**config.mk**
```make
export PLATFORM = sky130hd
export DESIGN_NAME = local_endpoint_ack_gen
export DESIGN_NICKNAME = d
export VERILOG_FILES = /design/src/rtl/local_endpoint_ack_gen.sv
export SDC_FILE = /design/constraint.sdc
export NUM_CORES = 2
export LEC_CHECK = 0
export CAP_MARGIN = 15
export CORE_ASPECT_RATIO = 0.75
export CORE_UTILIZATION = 49
export DETAILED_ROUTE_END_ITERATION = 10
export PLACE_DENSITY = 0.73
export SETUP_SLACK_MARGIN = 0.2
export SYNTH_ARGS = -nofsm -noshare
export SYNTH_HDL_FRONTEND = slang
export SYNTH_SLANG_ARGS = --single-unit
```
**constraint.sdc**
```tcl
create_clock -name clk -period 10.2 [get_ports clk]
set_clock_uncertainty 0.2 [all_clocks]
set_input_delay 1.53 -clock clk [delete_from_list [all_inputs] [get_ports clk]]
set_output_delay 1.53 -clock clk [all_outputs]
set_load 0.005 [all_outputs]
```
**src/rtl/local_endpoint_ack_gen.sv**
```systemverilog
// Local-port terminator: buffers switch deliveries, hands data packets to the
// local sink, emits one ACK per data packet, reports received ACKs, counts drops.
module local_endpoint_ack_gen #(
    parameter int ROUTER_WIDTH = 2,
    parameter int AURORA_WIDTH = 256,
    parameter int BUF_DEPTH    = 4,
    parameter int CNT_WIDTH    = 16
) (
    input  logic                    clk,
    input  logic                    rst,
    input  logic [ROUTER_WIDTH-1:0] local_router,
    input  logic                    pkt_we,
    input  logic [AURORA_WIDTH-1:0] pkt_data,
    output logic                    sink_valid,
    output logic [AURORA_WIDTH-1:0] sink_data,
    input  logic                    sink_ready,
    input  logic                    ack_fifo_full,
    output logic                    we_ack_fifo,
    output logic [AURORA_WIDTH-1:0] ack_data_out,
    output logic                    ack_rx_valid,
    output logic [7:0]              ack_rx_seq,
    output logic [ROUTER_WIDTH-1:0] ack_rx_src,
    output logic                    buf_full,
    output logic [CNT_WIDTH-1:0]    drop_cnt,
    output logic [CNT_WIDTH-1:0]    misroute_cnt
);

    localparam int PTR_W = $clog2(BUF_DEPTH);
    localparam logic [PTR_W:0] DEPTH_C = (PTR_W+1)'(BUF_DEPTH);

    typedef enum logic [2:0] {
        IDLE,
        LOAD,
        CHECK,
        DELIVER,
        SEND_ACK
    } state_t;

    state_t                  state_q;
    logic [AURORA_WIDTH-1:0] mem [BUF_DEPTH];
    logic [PTR_W-1:0]        wr_ptr_q;
    logic [PTR_W-1:0]        rd_ptr_q;
    logic [PTR_W:0]          count_q;
    logic [PTR_W:0]          count_d;
    logic [AURORA_WIDTH-1:0] pkt_q;
    logic                    ack_rx_valid_q;
    logic [7:0]              ack_rx_seq_q;
    logic [ROUTER_WIDTH-1:0] ack_rx_src_q;
    logic [AURORA_WIDTH-1:0] ack_pkt;
    logic                    push;
    logic                    pop;
    logic                    misrouted;
    logic [1:0]              cnt_inc;

    // Acceptance is judged on the pre-pop count, so a write at full is lost
    // even when the FSM frees a slot in the same cycle.
    assign buf_full  = (count_q == DEPTH_C);
    assign push      = pkt_we && !buf_full;
    assign pop       = (state_q == LOAD);
    assign misrouted = (state_q == CHECK) && (pkt_q[3:2] != 2'(local_router));

    always_comb begin
        count_d = count_q;
        if (push && !pop) begin
            count_d = count_q + 1'b1;
        end else if (!push && pop) begin
            count_d = count_q - 1'b1;
        end
    end

    always_ff @(posedge clk or posedge rst) begin
        if (rst) begin
            wr_ptr_q <= '0;
            rd_ptr_q <= '0;
            count_q  <= '0;
        end else begin
            if (push) begin
                wr_ptr_q <= wr_ptr_q + 1'b1;
            end
            if (pop) begin
                rd_ptr_q <= rd_ptr_q + 1'b1;
            end
            count_q <= count_d;
        end
    end

    always_ff @(posedge clk) begin
        if (push) begin
            mem[wr_ptr_q] <= pkt_data;
        end
    end

    always_ff @(posedge clk or posedge rst) begin
        if (rst) begin
            state_q        <= IDLE;
            pkt_q          <= '0;
            ack_rx_valid_q <= 1'b0;
            ack_rx_seq_q   <= '0;
            ack_rx_src_q   <= '0;
        end else begin
            ack_rx_valid_q <= 1'b0;
            case (state_q)
                IDLE: begin
                    if (count_q != '0) begin
                        state_q <= LOAD;
                    end
                end
                LOAD: begin
                    pkt_q   <= mem[rd_ptr_q];
                    state_q <= CHECK;
                end
                CHECK: begin
                    if (pkt_q[3:2] != 2'(local_router)) begin
                        state_q <= IDLE;
                    end else if (pkt_q[4]) begin
                        ack_rx_valid_q <= 1'b1;
                        ack_rx_seq_q   <= pkt_q[15:8];
                        ack_rx_src_q   <= ROUTER_WIDTH'(pkt_q[1:0]);
                        state_q        <= IDLE;
                    end else begin
                        state_q <= DELIVER;
                    end
                end
                DELIVER: begin
                    if (sink_ready) begin
                        state_q <= SEND_ACK;
                    end
                end
                SEND_ACK: begin
                    if (!ack_fifo_full) begin
                        state_q <= IDLE;
                    end
                end
                default: state_q <= IDLE;
            endcase
        end
    end

    always_comb begin
        ack_pkt        = '0;
        ack_pkt[1:0]   = 2'(local_router);
        ack_pkt[3:2]   = pkt_q[1:0];
        ack_pkt[4]     = 1'b1;
        ack_pkt[15:8]  = pkt_q[15:8];
    end

    assign sink_valid   = (state_q == DELIVER);
    assign sink_data    = sink_valid ? pkt_q : '0;
    assign we_ack_fifo  = (state_q == SEND_ACK) && !ack_fifo_full;
    assign ack_data_out = (state_q == SEND_ACK) ? ack_pkt : '0;
    assign ack_rx_valid = ack_rx_valid_q;
    assign ack_rx_seq   = ack_rx_seq_q;
    assign ack_rx_src   = ack_rx_src_q;

    // Index 0 tracks overflow drops, index 1 tracks misroutes; both saturate.
    assign cnt_inc[0] = pkt_we && buf_full;
    assign cnt_inc[1] = misrouted;

    genvar gi;
    for (gi = 0; gi < 2; gi++) begin : g_cnt
        logic [CNT_WIDTH-1:0] cnt_q;
        always_ff @(posedge clk or posedge rst) begin
            if (rst) begin
                cnt_q <= '0;
            end else if (cnt_inc[gi] && (cnt_q != '1)) begin
                cnt_q <= cnt_q + 1'b1;
            end
        end
    end

    assign drop_cnt     = g_cnt[0].cnt_q;
    assign misroute_cnt = g_cnt[1].cnt_q;

endmodule
```
======== Word-level counts from Yosys, hierarchy flattened ========
Memories as Yosys holds them, arrays and structs flattened. A register that Yosys moved wholly into a read port is not among the register bits.
Index checks and enable logic that the tools add are counted.
cells by class
  add/sub/neg operators ................... 6
  equal/unequal tests ..................... 11
  mux-type cells .......................... 15
  bitwise logic cells ..................... 1
  reduce and logical (&&, ||, !) cells .... 17
operator list
  operator                                                number
  2-to-1 mux 256 bit                                      1
  adder 16 x 1 -> 16 bit (second input constant)          2
  inequality test 16 bit (second input constant)          2
  2-to-1 mux 16 bit                                       1
  2-to-1 mux 3 bit                                        5
  case mux 3 bit (5 select lines)                         1
  logical AND 1 bit                                       8
  == test 3 x 2 -> 1 bit (second input constant)          2
  == test 3 bit (second input constant)                   2
  AND reduction 3 bit                                     2
  2-to-1 mux 1 bit                                        5
  adder 2 x 1 -> 2 bit (second input constant)            2
  zero test 1 bit                                         4
  2-to-1 mux 2 bit                                        2
  inequality test 2 bit (second input constant)           2
  adder 3 x 1 -> 3 bit (second input constant)            1
  == test 3 x 1 -> 1 bit (second input constant)          1
  zero test 3 bit                                         1
  nonzero test 3 bit                                      1
  subtractor 3 x 1 -> 3 bit (second input constant)       1
  inequality test 2 x 1 -> 1 bit (second input constant)  1
  inequality test 2 bit                                   1
  nonzero test 2 bit                                      1
  NOT 1 bit                                               1
word-level totals
  register bits ........................... 53
  memory bits (writable) .................. 1024
  input bits .............................. 263
  logic and storage cells ................. 60
  memories ................................ 1
memories
  memory  words  width  read ports  clocked after memory_dff  wr ports  line  text
  mem     4      256    1           1                         1         40    logic [AURORA_WIDTH-1:0] mem [BUF_DEPTH];

======== Depth between registers and ports, before layout ========
  word-level depth ........................ 7
  depth in mapped cells ................... 10

======== Worst setup path before layout ========
Ideal clock, no wire load.
  kind .................................... input to register
  from .................................... input pkt_we
  to ...................................... memory mem[0][0] (enable)
  library setup time ...................... 0.649 ns
  arrival time ............................ 7.720 ns
  data required time ...................... 9.351 ns
  setup slack ............................. 1.631 ns
  stages on the path ...................... 3
  path buffers ............................ 1
  cells stage by stage .................... nor2b_1 > clkbuf_1 > and2_1
on the way
  cells in the longest elaborated chain, start to end .. 3
RTL lines
  element                                 line  text
  start: declaration                      12    input logic pkt_we,
  logical AND 1 bit                       58    assign push = pkt_we && !buf_full;
  2-to-1 mux 1 bit                        88    if (push) begin
  2-to-1 mux 1 bit (not written as such)  89    mem[wr_ptr_q] <= pkt_data;
  end: declaration                        40
Every way passes these cells.

======== Worst setup path after layout ========
  from .................................... register state_q[2]
  to ...................................... output sink_data[30]
on the way
  cells in the longest elaborated chain, start to end .. 2
RTL lines
  element                   line  text
  start: declaration        39    state_t state_q;
  start signal: assignment  95    state_q <= IDLE;
  start signal: assignment  105   state_q <= LOAD;
  start signal: assignment  110   state_q <= CHECK;
  == test 3 x 2 -> 1 bit    147   assign sink_valid = (state_q == DELIVER);
  2-to-1 mux 256 bit        148   assign sink_data = sink_valid ? pkt_q : '0;
  end: declaration          15    output logic [AURORA_WIDTH-1:0] sink_data,
Every way passes these cells.

==> impl_metrics.csv <==
group,metric,value,unit
global_routing,grt_max_degree,152,
synth,syn_area,52600,um2
clock_tree,cts_max_level,4,
global_routing,grt_pass1_wl,171000,um
sta,finalCriticalPeriod,5.36,ns
synth,ys_warn_count,0,
setup_path,r2r_end,"mem[2][200]",
global_routing,grt_use_met3,0.0503,
floorplanning,num_rows,103,
setup_path,path_max_fanout,93,
synth,ys_seq_area_frac,0.731,
setup_path,rr_worst_depth,5,
final_layout,seq_area,38500,um2
synth,post_synth.cell_area_avg,16.5,um2
final_layout,final_common_cell,"edfxtp_1",
flow_run,maxCapViolations,0,
clock_tree,clkSlewWorstSetupHoldPaths,0.06,ns
power,vdd_drop_max,0.225,mV
final_layout,layout.cells.non_filler,5311,
power,switching_share,0.302,
min_path,min_from,"pkt_q[153]",
clock_tree,cts_buffers,130,
drt,avgViaCountPerCell,5.18,
synth,synth-seq-cells,1333,
global_routing,grt_util_met2,0.333,
synth,synthFlopType,"edfxtp_1",
sta,min_period_over_period,0.526,
final_layout,syn_to_final_growth,20.2,%
sta,hold_viol_final,0,
drt,wl_per_cell,21.4,um
floorplanning,die-width,380,um
drt,first_pass_iters,5,
setup_path,worstPathArrival,3.63,ns
final_layout,layout_common_cells,"edfxtp_1, nand2_1, clkdlybuf4s50_1, dfrtp_1, and2_1",
place,placed_cells,5063,
clock_tree,post_cts_buffers,0,
synth,ys_types,52,
clock_tree,cts_buffer_depth,3,
setup_path,critPathKind,"register to output pin",
global_routing,grt_pass1_vias,27400,
clock_tree,cts.sink_count,1333,
clock_tree,cts.root.buffer_cell,"clkbuf_16",
power,p_clk_frac,0.274,
min_path,hold_path_end,"pkt_q[153]",
global_routing,grt-busiest-layer,"met2",
drt,vias,27500,
sta,whs,0.263,ns
floorplanning,core,106000,um2
power,p_leak,23.6,nW
setup_path,required,8.47,ns
place,placed_area,59000,um2
setup_path,timing.rr.start,"count_q[2]",
synth,syn_inst,3185,
sta,setup_viol,0,
power,combPwrFrac,0.266,
sta,fmax,0.186,GHz
sta,rsz0062_at_grt,"false",
power,p_seq_frac,0.460,
min_path,hp-class,"register to register",
power,power_density,276,nW/um2
floorplanning,die_height,286,um
global_routing,overflow,0,
final_layout,final_core_util,0.598,
synth,async_reset_ff_frac,0.232,
sta,worst_pin_slew,1.08,ns
place,globalplace.congestion,0.792,
floorplanning,ios,821,
setup_path,worst_setup_path_start_kind,"register",
global_routing,grt_util_met1,0.288,
sta,worst_slack,4.84,ns
min_path,holdPathStages,2,
place,placement.io_buffers,577,
power,total_power,17.4,mW
power,p_int,12.2,mW
sta,setup-tns-final,0,ns
drt,drt_iter0_markers,1845,
final_layout,fillers,7785,
final_layout,multi_input_area,12600,um2
power,switchingPower,5.27,mW
floorplanning,start_util,0.498,
floorplanning,die_area,109000,um2
clock_tree,tritoncts,"done",
global_routing,antenna_found_initial,18,
drt,drc,0,
clock_tree,cts.repair.resized,0,
final_layout,layout.nets,4049,
setup_path,r2r_setup_slack,6.45,ns
drt,drt_wl_total,114000,um
setup_path,endpoint_kind,"output pin",
drt,postRouteAntennaNets,0,
final_layout,fin_area,63300,um2
clock_tree,cts_hold_buf,0,
synth,synth-edff-count,1024,
place,place_ws,4.96,ns
sta,drv_slew,0,
sta,maxSlewHeadroom,0.278,
global_routing,track_usage,0.209,
run_status,status,"complete, no violations",
final_layout,layout-drive-gt1-share,0.136,
place,hpwl,68700,um
clock_tree,clkLatencyLatePin,0.75,ns
==> per-layer routing <==
| layer | wire (um) | part of all wire | up-vias |
|---|---|---|---|
| met5 | 149 | 0.0013 | - |
| met4 | 2120 | 0.019 | 22 |
| met3 | 7370 | 0.065 | 188 |
| met2 | 56300 | 0.50 | 872 |
| met1 | 47800 | 0.42 | 14200 |
| li1 | - | - | 12200 |
==> state kept, by name, summed over array words and instances, names as in the netlist <==
name / cells
mem: 1024
pkt_q: 256
drop_cnt: 16
misroute_cnt: 16
ack_rx_seq: 8
count_q: 3
state_q: 3
ack_rx_src: 2
rd_ptr_q: 2
wr_ptr_q: 2
ack_rx_valid: 1
==> power by group through the flow <==
stage               Sequential (mW)  Combinational, mW  Clock [mW]
detailed placement             8.13               4.73           0
CTS                            8.04               4.75        4.88
global route                   8.15               5.11        5.08
floorplan                      7.98               3.34           0
finish                         8.03               4.64        4.77
global placement               8.10               4.65           0
==> Yosys cell counts (5+ instances only) <==
library cell / instances / area, um2
nand4_1: 7 / 43.8
xor2_1: 25 / 219
ha_1: 7 / 87.6
nand3_1: 10 / 50.1
nand2_1: 781 / 2930
mux2_2: 14 / 158
edfxtp_1: 1024 / 30700
buf_2: 64 / 320
dfrtp_1: 309 / 7730
buf_1: 8 / 30.0
clkbuf_1: 72 / 270
nor4_1: 6 / 37.5
and2_1: 272 / 1700
nor2_1: 5 / 18.8
nor3_1: 10 / 50.1
nor3b_1: 5 / 37.5
inv_1: 9 / 33.8
buf_4: 246 / 1850
mux4_2: 256 / 5770
xnor2_1: 8 / 70.1
==> kinds of logic (layout without fill, tap and decap cells) <==
logic type / Yosys count / after routing / synth area share
DFF: 1333 / 1333 / 0.731
and+or+nand+nor: 1125 / 1125 / 0.0984
buffers and inverters: 403 / 863 / 0.0482
muxes: 271 / 271 / 0.113
xor gates and xnor gates: 33 / 33 / 0.00549
AOI/OAI and AO/OA: 11 / 11 / 0.00193
adders and majority gates: 8 / 8 / 0.00204
other: 1 / 250 / 0.0000712
==> area by class of cell <==
cell class	count	area share
antenna	7	0.000277
clock inverter	65	0.0111
timing repair buffer	612	0.0966
clock buffer	176	0.0567
sequential	1333	0.608
inverter	10	0.000771
multi-input combinational	1691	0.198
tap	1417	0.0280
==> worst max path at each step <==
stage	from	endpoint	slack, ns	cells after the start
floorplan	pkt_we	mem[0][0]	1.63	3
global placement	pkt_we	mem[2][96]	5.01	5
detailed placement	pkt_we	mem[2][88]	4.96	5
CTS	state_q[2]	sink_data[242]	4.78	4
global route	state_q[2]	sink_data[30]	4.61	4
finish	state_q[2]	sink_data[30]	4.84	4
==> worst max-delay path, cell delays in order (launching register included) <==
cell and delay, ns:
dfrtp_1 0.46, and3b_4 0.74, buf_4 0.70, and2_1 0.25, clkdlybuf4s50_1 0.51
Note: power is estimated with default switching activity, not from simulation.
